## config.mk

```make
export PLATFORM = sky130hd
export DESIGN_NAME = shift_add_multiplier_flat
export DESIGN_NICKNAME = d
export VERILOG_FILES = /design/src/rtl/shift_add_multiplier_if.sv /design/src/rtl/shift_add_multiplier.sv /design/src/flat_wrapper.sv
export SDC_FILE = /design/constraint.sdc
export NUM_CORES = 1
export LEC_CHECK = 0
export ABC_AREA = 1
export CORE_MARGIN = 4
export CORE_UTILIZATION = 53
export CTS_CLUSTER_SIZE = 20
export DETAILED_ROUTE_END_ITERATION = 10
export GPL_TIMING_DRIVEN = 0
export PLACE_DENSITY = 0.77
export SYNTH_ARGS = -nofsm -noshare
export SYNTH_HDL_FRONTEND = slang
export SYNTH_SLANG_ARGS = --single-unit
```

## constraint.sdc

```tcl
create_clock -name clk -period 2 [get_ports clk]
set_clock_uncertainty 0.2 [all_clocks]
set_input_delay 0.4 -clock clk [delete_from_list [all_inputs] [get_ports clk]]
set_output_delay 0.4 -clock clk [all_outputs]
set_load 0.01 [all_outputs]
```

## src/rtl/shift_add_multiplier_if.sv

```systemverilog
// Operand/control/result bundle between the multiplier control FSM (master)
// and the shift-add multiplier datapath (slave).
interface shift_add_multiplier_if #(
   parameter int unsigned WIDTH = 8
);
   logic                 load_data;
   logic                 shift_en;
   logic [WIDTH-1:0]     multiplicand;
   logic [WIDTH-1:0]     multiplier;
   logic [2*WIDTH-1:0]   product;
   logic                 negative;
   logic                 mult_done;
   logic                 busy;

   modport master (
      output load_data, shift_en, multiplicand, multiplier,
      input  product, negative, mult_done, busy
   );

   modport slave (
      input  load_data, shift_en, multiplicand, multiplier,
      output product, negative, mult_done, busy
   );
endinterface

```

## src/rtl/shift_add_multiplier.sv

```systemverilog
// Sequential signed shift-add multiplier: sign-magnitude operands, WIDTH unsigned
// add/shift steps gated by shift_en, then one cycle to re-apply the sign.
module shift_add_multiplier #(
   parameter int unsigned WIDTH = 8
) (
   input  logic                   clk,
   input  logic                   rst,
   input  logic                   clr,
   shift_add_multiplier_if.slave  bus
);
   localparam int unsigned CW = $clog2(WIDTH + 1);

   typedef enum logic [1:0] {IDLE, RUN, SIGN, DONE} state_t;

   state_t               state_q, state_d;
   logic [WIDTH-1:0]     mag_b_q, mag_b_d;
   logic [2*WIDTH-1:0]   mcand_q, mcand_d;
   logic [2*WIDTH-1:0]   acc_q, acc_d;
   logic [CW-1:0]        count_q, count_d;
   logic                 sign_q, sign_d;
   logic [2*WIDTH-1:0]   product_q, product_d;
   logic                 negative_q, negative_d;
   logic                 done_q, done_d;
   logic [WIDTH-1:0]     mag_a, mag_b;
   logic                 neg_res;

   // |x| as WIDTH-bit unsigned: the most negative value maps to 2^(WIDTH-1)
   assign mag_a   = bus.multiplicand[WIDTH-1] ? ('0 - bus.multiplicand) : bus.multiplicand;
   assign mag_b   = bus.multiplier[WIDTH-1]   ? ('0 - bus.multiplier)   : bus.multiplier;
   assign neg_res = sign_q && (acc_q != '0);

   always_comb begin
      state_d    = state_q;
      mag_b_d    = mag_b_q;
      mcand_d    = mcand_q;
      acc_d      = acc_q;
      count_d    = count_q;
      sign_d     = sign_q;
      product_d  = product_q;
      negative_d = negative_q;
      done_d     = 1'b0;

      if (clr) begin
         state_d    = IDLE;
         mag_b_d    = '0;
         mcand_d    = '0;
         acc_d      = '0;
         count_d    = '0;
         sign_d     = 1'b0;
         product_d  = '0;
         negative_d = 1'b0;
      end else if (bus.load_data) begin
         state_d = RUN;
         mag_b_d = mag_b;
         mcand_d = {{WIDTH{1'b0}}, mag_a};
         acc_d   = '0;
         count_d = '0;
         sign_d  = bus.multiplicand[WIDTH-1] ^ bus.multiplier[WIDTH-1];
      end else begin
         unique case (state_q)
            RUN: begin
               if (bus.shift_en) begin
                  if (mag_b_q[0]) acc_d = acc_q + mcand_q;
                  mcand_d = mcand_q << 1;
                  mag_b_d = mag_b_q >> 1;
                  count_d = count_q + CW'(1);
                  if (count_q == CW'(WIDTH - 1)) state_d = SIGN;
               end
            end
            SIGN: begin
               product_d  = neg_res ? ('0 - acc_q) : acc_q;
               negative_d = neg_res;
               done_d     = 1'b1;
               state_d    = DONE;
            end
            default: ;
         endcase
      end
   end

   always_ff @(posedge clk or posedge rst) begin
      if (rst) begin
         state_q    <= IDLE;
         mag_b_q    <= '0;
         mcand_q    <= '0;
         acc_q      <= '0;
         count_q    <= '0;
         sign_q     <= 1'b0;
         product_q  <= '0;
         negative_q <= 1'b0;
         done_q     <= 1'b0;
      end else begin
         state_q    <= state_d;
         mag_b_q    <= mag_b_d;
         mcand_q    <= mcand_d;
         acc_q      <= acc_d;
         count_q    <= count_d;
         sign_q     <= sign_d;
         product_q  <= product_d;
         negative_q <= negative_d;
         done_q     <= done_d;
      end
   end

   assign bus.product   = product_q;
   assign bus.negative  = negative_q;
   assign bus.mult_done = done_q;
   assign bus.busy      = (state_q == RUN) || (state_q == SIGN);
endmodule

```

## src/flat_wrapper.sv

```systemverilog
// flat-port wrapper written by rule: the top's interface ports become plain ports
module shift_add_multiplier_flat 
#(
   parameter int unsigned WIDTH = 8
)
  (clk, rst, clr, bus_load_data, bus_shift_en, bus_multiplicand, bus_multiplier, bus_product, bus_negative, bus_mult_done, bus_busy);
  shift_add_multiplier_if #(.WIDTH(WIDTH)) bus_i ();
  input  logic clk;
  input  logic rst;
  input  logic clr;
  input wire logic [$bits(bus_i.load_data)-1:0] bus_load_data;
  input wire logic [$bits(bus_i.shift_en)-1:0] bus_shift_en;
  input wire logic [$bits(bus_i.multiplicand)-1:0] bus_multiplicand;
  input wire logic [$bits(bus_i.multiplier)-1:0] bus_multiplier;
  output wire logic [$bits(bus_i.product)-1:0] bus_product;
  output wire logic [$bits(bus_i.negative)-1:0] bus_negative;
  output wire logic [$bits(bus_i.mult_done)-1:0] bus_mult_done;
  output wire logic [$bits(bus_i.busy)-1:0] bus_busy;
  assign bus_i.load_data = bus_load_data;
  assign bus_i.shift_en = bus_shift_en;
  assign bus_i.multiplicand = bus_multiplicand;
  assign bus_i.multiplier = bus_multiplier;
  assign bus_product = bus_i.product;
  assign bus_negative = bus_i.negative;
  assign bus_mult_done = bus_i.mult_done;
  assign bus_busy = bus_i.busy;
  shift_add_multiplier #(.WIDTH(WIDTH)) u_core (.clk(clk), .rst(rst), .clr(clr), .bus(bus_i));
endmodule
```

-- Word level (Yosys, flattened, before mapping)
Index checks and enable logic that the tools add are counted.
- bits in registers: 65
- output and inout bits: 19
- word-level logic and storage cells: 70
- $add $sub $neg: 5
- equal/unequal tests: 6
- muxes and demuxes: 36
- bitwise operators: 1
- reductions and logical operators: 13
- operator list (operator ; number):
    $mux W16 ; 13
    $mux W8 ; 6
    $add A16 B16 Y16 ; 1
    $mux W4 ; 4
    $reduce_bool A16 Y1 ; 1
    $sub A1 B16 Y16 const A ; 1
    $sub A1 B8 Y8 const A ; 2
    $reduce_bool A3 Y1 ; 3
    $mux W1 ; 8
    $mux W2 ; 4
    $reduce_and A3 Y1 ; 2
    $add A4 B1 Y4 const B ; 1
    $eq A4 B3 Y1 const B ; 1
    $ne A4 B3 Y1 const B ; 1
    $ne A4 B4 Y1 const B ; 1
    $pmux W2 S2 ; 1
    $reduce_and A2 Y1 ; 2
    $reduce_bool A2 Y1 ; 2
    $reduce_bool A4 Y1 ; 1
    $eq A2 B1 Y1 const B ; 1
    $eq A2 B2 Y1 const B ; 1
    $ne A2 B2 Y1 const B ; 1
    $logic_and A1 B1 Y1 ; 1
    $logic_or A1 B1 Y1 ; 1
    $xor A1 B1 Y1 ; 1

-- Longest topological paths before layout
Gate-level depths: netlist (run 1).
- depth in word-level cells: 6
- gate-level depth with buffers: 13

-- Worst setup path before layout (run 1)
OpenSTA, ideal clock, no wires.
- path type: flip-flop to flip-flop
- start: register u_core.acc_q[1]
- end: register u_core.product_q[2], in the netlist u_core.bus.product[2]
- setup time: 0.117 ns
- arrival: 1.484 ns
- setup slack: 0.198 ns
- stages on the path, launching flop included: 13
- buffers on the path: 1
- path through: dfrtp_1 > inv_1 > ha_1 > inv_1 > nor2_2 > nand2_2 > nor2_4 > nand2_4 > buf_6 > nand3_1 > nand2_1 > nand3_1 > nand2_1
- cells in the longest elaborated chain, start to end: 6
- elaborated cells on any way between the ends: 7
- ends and longest elaborated chain (what ; line ; source):
    from (decl) ; shift_add_multiplier.sv:18 ; logic [2*WIDTH-1:0] acc_q, acc_d;
    from (signal assigned) ; shift_add_multiplier.sv:86 ; acc_q <= '0;
    from (signal assigned) ; shift_add_multiplier.sv:96 ; acc_q <= acc_d;
    branches (longest 2 deep; another with $sub A1 B16 Y16) ; - ;
    $mux W16 * ; shift_add_multiplier.sv:71 ; product_d = neg_res ? ('0 - acc_q) : acc_q;
    $mux W16 * ; shift_add_multiplier.sv:60 ; unique case (state_q)
    $mux W16 * ; shift_add_multiplier.sv:52 ; end else if (bus.load_data) begin
    $mux W16 * ; shift_add_multiplier.sv:43 ; if (clr) begin
    to (signal assigned) ; shift_add_multiplier.sv:99 ; product_q <= product_d;
    to (decl) ; shift_add_multiplier.sv:21 ; logic [2*WIDTH-1:0] product_q, product_d;
Mark *: on every way between the ends. The select of a mux whose other input is x is not followed.
A chain may end at the register's enable or synchronous reset.

-- Final worst setup path (run 1)
- start: register u_core.acc_q[0]
- end: register u_core.product_q[5], in the netlist u_core.bus.product[5]
The elaborated chain is that of the path after synthesis.

==> summary.txt, run 1 <==
Run status
  – Status: completed

Synthesis
  – Post-synthesis compound-gate area fraction: approximately 11%
  – Mapped cell area: between 4000 and 5000 um^2
  – #FFs+latches synth: 65
  – Synth Warn #: 0
  – Largest family of logic cells by synthesized area: simple AND/OR/NAND/NOR gates
  – Yosys top cell area share: between 30% and 40%
  – Simple-Gate Fraction of Synth Area: ~35%
  – XOR/XNOR share of the synthesized area: less than 1%
  – Post-synthesis cell type count: 37
  – Synth cell count leaders: nand2_1 (212), inv_1 (95), dfrtp_1 (65)
  – Largest area contributor in the netlist: dfrtp_1
  – Syn_area_per_cell: approximately 6.9 um^2
  – Top-count cell post-synth: nand2_1
  – Register area share after synthesis: a little under two fifths
  – Post-synth ARST share: 100%
  – Syn Inst Count: 637
  – Top_reg_cell synth: dfrtp_1
  – Number of synthesized flops with an enable pin: 0
  – Post-Syn Nets: slightly below 700
  – Synth Area in Adders: around 6.4%
  – Post-synthesis mux area share: 0%
  – Area contributors post-synth: dfrtp_1 (37%), nand2_1 (18%), inv_1 (8.1%), nand3_1 (6.8%), ha_1 (5.9%)

Clock network
  – Clock tree buffer depth: 2
  – # H-tree levels: 3
  – CTS clk-pin slew, worst paths: approximately 80 ps
  – Worst skew pair latency: 350 ps
  – CTS tree: done
  – Number of buffers created by CTS: 9
  – Root Buffer: clkbuf_8
  – Clk sinks: 65

Routing
  – WL final: about 11000 um
  – DR iter-0 viols: ~250
  – Pre-Repair DR Iteration Count: 5
  – Vias/cell: around 5.3
  – Final ANT Viol Nets: 0
  – WL/cell: around 14 um
  – DRC viols: 0
  – DR vias: between 4k and 5k

Setup path
  – CP max FO: 6
  – Kind of critical path: flop to flop
  – CP dominant cell by count: nor2_4
  – Nature of the critical path startpoint: flop
  – Worst path cell trace: inv_2 -> ha_4 -> inv_4 -> nor2_4 -> nand2_2 -> nor2_4 -> nand2_4 -> buf_4 -> nand4_1 -> nand3_1 -> nand2_1
  – Worst Path Arrival: between 2000 and 2500 ps
  – Crit path buffers/inverters: 3
  – Max incr delay on CP: about 400 ps
  – Req. time, crit path: ~2100 ps
  – Slowest cell on crit path: dfrtp_1
  – Top cell family by delay on the critical path: simple AND/OR/NAND/NOR gates
  – CP Capture Type: flop

GRT
  – Total grt overflow: 0
  – GRT Total Usage: between 20% and 30%
  – Vias in the first global route: about 4.0k
  – Largest net degree at the start of global routing: 35
  – Initial antenna violation count: 0
  – Global-route wire length before repair: 17900 um

Placed design
  – Port Buffers: 38
  – DP Cell Count: about 780
  – RePlAce Congestion: approximately 0.92
  – Dpl hpwl: approximately 8100 um
  – Dpl cell area: 4950 um^2

Floorplan
  – Die Wd: between 90 and 100 um
  – Effective utilization at floorplan: 54.0%
  – # rows: 33
  – Area of the die: slightly below 10000 um^2
  – Core area: 8180 um^2
  – IO Pins: 40
  – Die Ht: slightly below 100 um

STA
  – Tcrit/Tclk final: between 90% and 100%
  – Setup violators final: 0
  – Final hold vios: 0
  – Max-slew violations: 0
  – WHS: 265 ps
  – Final Critical Period: between 1500 and 2000 ps
  – Post-route setup TNS: 0 ps
  – RSZ-0062 raised after global routing: true
  – Peak Freq: about 510 MHz
  – Worst-margin pin slew: about 760 ps
  – Worst rel slew slack: 49.3%

Finish
  – Area Overhead vs Synth: 24.5%
  – Fill cells: between 700 and 800
  – # nets final: 742
  – Final Core Density: about two thirds
  – Final std cells w/o fill: 809
  – Finished Cell Area: ~5500 um^2
  – Ratio of cells with drive above 1 in the final layout: 14.2%
  – Antenna diodes: 0

Pwr
  – Net switching power: 787 uW
  – Clk network pwr share: between 40% and 50%
  – Internal power: around 2400 uW
  – Combinational fraction of design power: between 10% and 20%
  – Cell leakage power: about 0.0029 uW
  – Power Density: roughly 570 nW/um^2
  – Sw Ratio: 25.0%
  – Sequential Power Share: 44.2%
  – Peak VDD IR: around 0.32 mV

Worst hold path
  – Class of the worst hold path: input port to flop

Run
  – Max Cap Viol: 0
## cells by family (layout without fill, tap and decap cells)
| kind of cell | count (synthesis) | count (layout) |
|---|---|---|
| and+or+nand+nor | 347 | 348 |
| buffers and inverters | 113 | 179 |
| DFF | 65 | 65 |
| adders and majority gates | 22 | 22 |
| xor gates and xnor gates | 5 | 5 |
| AOI/OAI and AO/OA | 85 | 85 |
## power groups by stage
stage	logic, uW	registers (uW)	clock network (uW)
2_1_floorplan	222	1400	0
3_3_place_gp	326	1410	0
3_5_place_dp	343	1410	0
4_1_cts	346	1380	1410
5_1_grt	412	1390	1480
6_report	367	1390	1390
## routing by layer
metal	wire (um)	global-route usage, %
met2	5600	38.6
met1	4800	27.7
met3	529	3.51
met4	175	9.03
met5	0	0
## what timing repair did
| item | 4_1_cts | 5_1_grt |
|---|---|---|
| resized for setup | 7 | 42 |
| endpoints found under the setup margin | 15 | 26 |
| buffers inserted | 1 | 9 |
| gates cloned | 0 | 2 |
| pin swaps | 0 | 8 |
| hold buffers | 0 | 0 |
## sequential cells by signal (all words and copies together), names as in the netlist
name / flops
u_core.count_q: 4
u_core.bus.negative: 1
u_core.state_q: 2
u_core.sign_q: 1
u_core.mcand_q: 16
u_core.bus.product: 16
u_core.bus.mult_done: 1
u_core.acc_q: 16
u_core.mag_b_q: 8
## metrics by stage
| step | total power, uW | setup WS (ps) |
|---|---|---|
| 2_1_floorplan | 1620 | 198 |
| 3_3_place_gp | 1730 | -283 |
| 3_5_place_dp | 1750 | -316 |
| 4_1_cts | 3140 | 4.62 |
| 5_1_grt | 3280 | -79.3 |
| 6_report | 3140 | 20.1 |
## final cells by class
cell class                 instances  area (um^2)  share of cell area [%]
timing repair buffer              50          478                    8.69
tap                              105          131                    2.39
clock inverter                     6          115                    2.09
buffer                            12         75.1                    1.37
inverter                         101          398                    7.24
multi-input combinational        460         2530                    46.1
clock buffer                      10          138                    2.50
sequential                        65         1630                    29.6
## cells in the final DEF (no fill, tap or decap), types with 12 or more instances in the layout
master	Yosys	routed
nand2_1	212	208
inv_1	95	89
dfrtp_1	65	64
nand3_1	60	52
clkdlybuf4s50_1	0	37
nor2_1	35	32
o21ai_0	31	31
a21oi_1	21	20
nand4_1	13	13
buf_4	2	13
o22ai_1	13	13
ha_1	21	12
## path summary, 6_finish.rpt
path	from	cells after the start	to	slack [ps]
worst max-delay path	u_core.acc_q[0]	11	u_core.bus.product[5]	20
worst min-delay path	bus_multiplier[7]	4	u_core.sign_q	270
worst max register to register	u_core.acc_q[0]	11	u_core.bus.product[5]	20
worst min register to register	u_core.bus.product[2]	2	u_core.bus.product[2]	270
max in group asynchronous	rst	3	u_core.bus.product[9]	670
min in group asynchronous	rst	2	u_core.mag_b_q[6]	320
## tightest hold or removal path: stages
cell,delay (ps)
buf_4,140
nand2_1,50
nand3_1,90
o21ai_0,80
Note: power is estimated with default switching activity, not from simulation.
==> run 2: changes to the inputs <==
- CELL_PAD_IN_SITES_DETAIL_PLACEMENT: not set -> 1
- CELL_PAD_IN_SITES_GLOBAL_PLACEMENT: not set -> 2
- CORE_MARGIN: 4 -> not set
- CORE_UTILIZATION: 53 -> 30
- GPL_ROUTABILITY_DRIVEN: not set -> 0
- PLACE_DENSITY: 0.77 -> not set
- PLACE_DENSITY_LB_ADDON: not set -> 0.1
==> run 2 against run 1 <==
Compared with the run above:
- critical path depth increased by 1
- global-route usage decreased by 3.6 points
- combinational power increased by 5%
- maximum frequency increased by 2.2%
- first-iteration DRC count decreased by 48%
- register-to-register slack improved by 40 ps
- critical path type unchanged
- critical endpoint is now u_core.bus.product[2]
- largest cell class unchanged
- highest routed layer unchanged
==> summary.txt, run 2 (synthesis gave the netlist of run 1 again) <==
Finish
  – Register area: 1630 um^2 (about the same)
  – Area Overhead vs Synth: 31.0%
  – # nets final: 749 (+0.94%)
  – Finished Cell Area: 5790 um^2 (+5.3%)
  – Area of the multi-input gates: 2580 um^2 (+1.9%)
  – Fill cells: 1768 (+150%)
  – Commonest non-fill, non-tap cell in the layout: nand2_1
  – Final Core Density: 41.1% (-26 points)
  – Commonest cells after routing, fill and taps aside: nand2_1 (206), inv_1 (90), dfrtp_1 (63), nand3_1 (54), clkdlybuf4s50_1 (37)
  – Antenna diodes: 0 (unchanged)
  – Ratio of cells with drive above 1 in the final layout: 15.9% (+1.7 points)

Setup path
  – R2R Setup Slk: 60 ps (+40 ps)
  – Worst Path Arrival: 1970 ps (-100 ps)
  – Kind of critical path: flop to flop
  – CP max FO: 8 (+2)
  – Top cell family by delay on the critical path: simple AND/OR/NAND/NOR gates
  – Max incr delay on CP: 400 ps (about the same)
  – CP Capture Type: flop
  – Worst r2r path cells: 12 (+1)
  – Slowest cell on crit path: dfrtp_1
  – End of the worst register-to-register path: u_core.bus.product[2]
  – Req. time, crit path: 2030 ps (-60 ps)
  – Worst path cell trace: inv_2 -> ha_4 -> inv_4 -> nor2_4 -> nand2_2 -> nor2_4 -> nand2_4 -> buf_8 -> nand3_2 -> nand2_1 -> nand3_1 -> nand2_1
  – RR Startpoint: u_core.acc_q[0]
  – Crit path buffers/inverters: 3 (unchanged)
  – Nature of the critical path startpoint: flop

Floorplan
  – Die Ht: 123 um (+24%)
  – Core area: 14100 um^2 (+72%)
  – Die Wd: 123 um (+24%)
  – Effective utilization at floorplan: 31.3% (-23 points)
  – # rows: 43 (+30%)
  – Area of the die: 15200 um^2 (+54%)
  – IO Pins: 40 (unchanged)

Worst hold path
  – Worst hold stages: 2 (-2)
  – Class of the worst hold path: flop to flop
  – Hold Path End: u_core.bus.product[15]
  – Hold Startpoint: u_core.bus.product[15]

Clock network
  – Root Buffer: clkbuf_16
  – CTS clk-pin slew, worst paths: 60 ps (-20 ps)
  – Worst skew pair latency: 340 ps (about the same)
  – CTS tree: done
  – Clk sinks: 65 (unchanged)
  – # H-tree levels: 3 (unchanged)
  – Hold_buf cts: 0 (unchanged)
  – Number of buffers created by CTS: 9 (unchanged)
  – Clock tree buffer depth: 2 (unchanged)

Routing
  – Pre-Repair DR Iteration Count: 6 (+1)
  – WL final: 13300 um (+20%)
  – WL/cell: 14.9 um (+8.9%)
  – DR iter-0 viols: 130 (-48%)
  – Final ANT Viol Nets: 0 (unchanged)
  – DR vias: 4297 (+0.23%)
  – Vias/cell: 4.82 (-9.0%)
  – DRC viols: 0 (unchanged)

Pwr
  – Power Density: 589 nW/um^2 (+3.1%)
  – Cell leakage power: 0.00298 uW (+1.9%)
  – Peak VDD IR: 0.376 mV (+18%)
  – Total power: 3410 uW (+8.5%)

STA
  – Final Critical Period: 1940 ps (-41.9 ps)
  – Max-slew violations: 0 (unchanged)
  – Peak Freq: 516 MHz (+2.2%)
  – WHS: 278 ps (+12.4 ps)
  – Worst-margin pin slew: 811 ps (+52.9 ps)
  – Worst rel slew slack: 45.8% (-3.5 points)
  – RSZ-0062 raised after global routing: true
  – Setup violators final: 0 (unchanged)
  – Final hold vios: 0 (unchanged)
  – Tcrit/Tclk final: 96.9% (-2.1 points)
  – Post-route setup TNS: 0 ps (unchanged)

GRT
  – Largest net degree at the start of global routing: 35 (unchanged)
  – Global-route wire length before repair: 21500 um (+21%)
  – Initial antenna violation count: 0 (unchanged)
  – GRT Total Usage: 18.7% (-3.6 points)
  – Vias in the first global route: 4332 (+8.6%)
  – Total grt overflow: 0 (unchanged)

Placed design
  – Dpl cell area: 5050 um^2 (+1.9%)
  – Dpl hpwl: 10200 um (+26%)
  – Port Buffers: 38 (unchanged)

Run status
  – Status: completed

Run
  – Max Cap Viol: 0 (unchanged)
==> run 2: cell count changes in the layout (fill, tap and decap cells not counted), moves of 4 or more <==
cell       before  now
ha_4            7   11
buf_4          13   18
clkbuf_16       0   10
ha_1           12    8
clkbuf_8       10    2
==> run 2: repair_timing <==
action                     in CTS  in global routing
setup endpoints to repair      23                 37
setup buffers                   4                 14
pin swaps                       3                  8
gates resized for setup        13                 46
gates cloned                    0                  1
==> run 2: cell type report <==
cell class	count	share of cell area [%]
Clock buffer	12	4.43
Sequential cell	65	28.2
Buffer	12	1.43
Clock inverter	4	0.886
Tap cell	180	3.89
Multi-Input combinational cell	459	44.6
Inverter	101	6.85
Timing Repair Buffer	58	9.73
==> run 2: power by group <==
group / switching (uW) / internal [uW] / leakage, uW
Sequential: 39.1 / 1360 / 0.000889
Combinational: 240 / 146 / 0.00195
Clock: 598 / 1030 / 0.000149
==> run 2: worst reg2reg max path, stage by stage (launching register included) <==
cell and delay, ps:
dfrtp_1 400, inv_2 110, ha_4 140, inv_4 40
nor2_4 110, nand2_2 80, nor2_4 160, nand2_4 150
buf_8 170, nand3_2 50, nand2_1 70, nand3_1 80
nand2_1 50
==> run 2: stage by stage <==
stage	setup slack, ps	cells
global route	-41.3	891
detailed placement	-408	856
CTS	-0.293	876
global placement	-379	855
floorplan	198	637
finish	62.0	891
==> run 2: worst max path at each step <==
stage / endpoint / from / slack [ps] / cells after the start
6_report: u_core.bus.product[2] / u_core.acc_q[0] / 60 / 12
5_1_grt: u_core.bus.product[2] / u_core.acc_q[0] / -40 / 12
4_1_cts: u_core.bus.product[3] / u_core.acc_q[1] / -0.3 / 13
3_5_place_dp: u_core.bus.product[15] / bus_load_data / -410 / 7
3_3_place_gp: u_core.mag_b_q[7] / clr / -380 / 7
2_1_floorplan: u_core.bus.product[2] / u_core.acc_q[1] / 200 / 12
==> run 2: layer usage <==
layer / vias to the layer above / track usage [%] / wire length (um)
met5: - / 0 / 0
met4: 0 / 7.98 / 263
met3: 17 / 2.54 / 256
met2: 56 / 32.9 / 6690
met1: 2048 / 22.6 / 6100
li1: 2176 / - / -
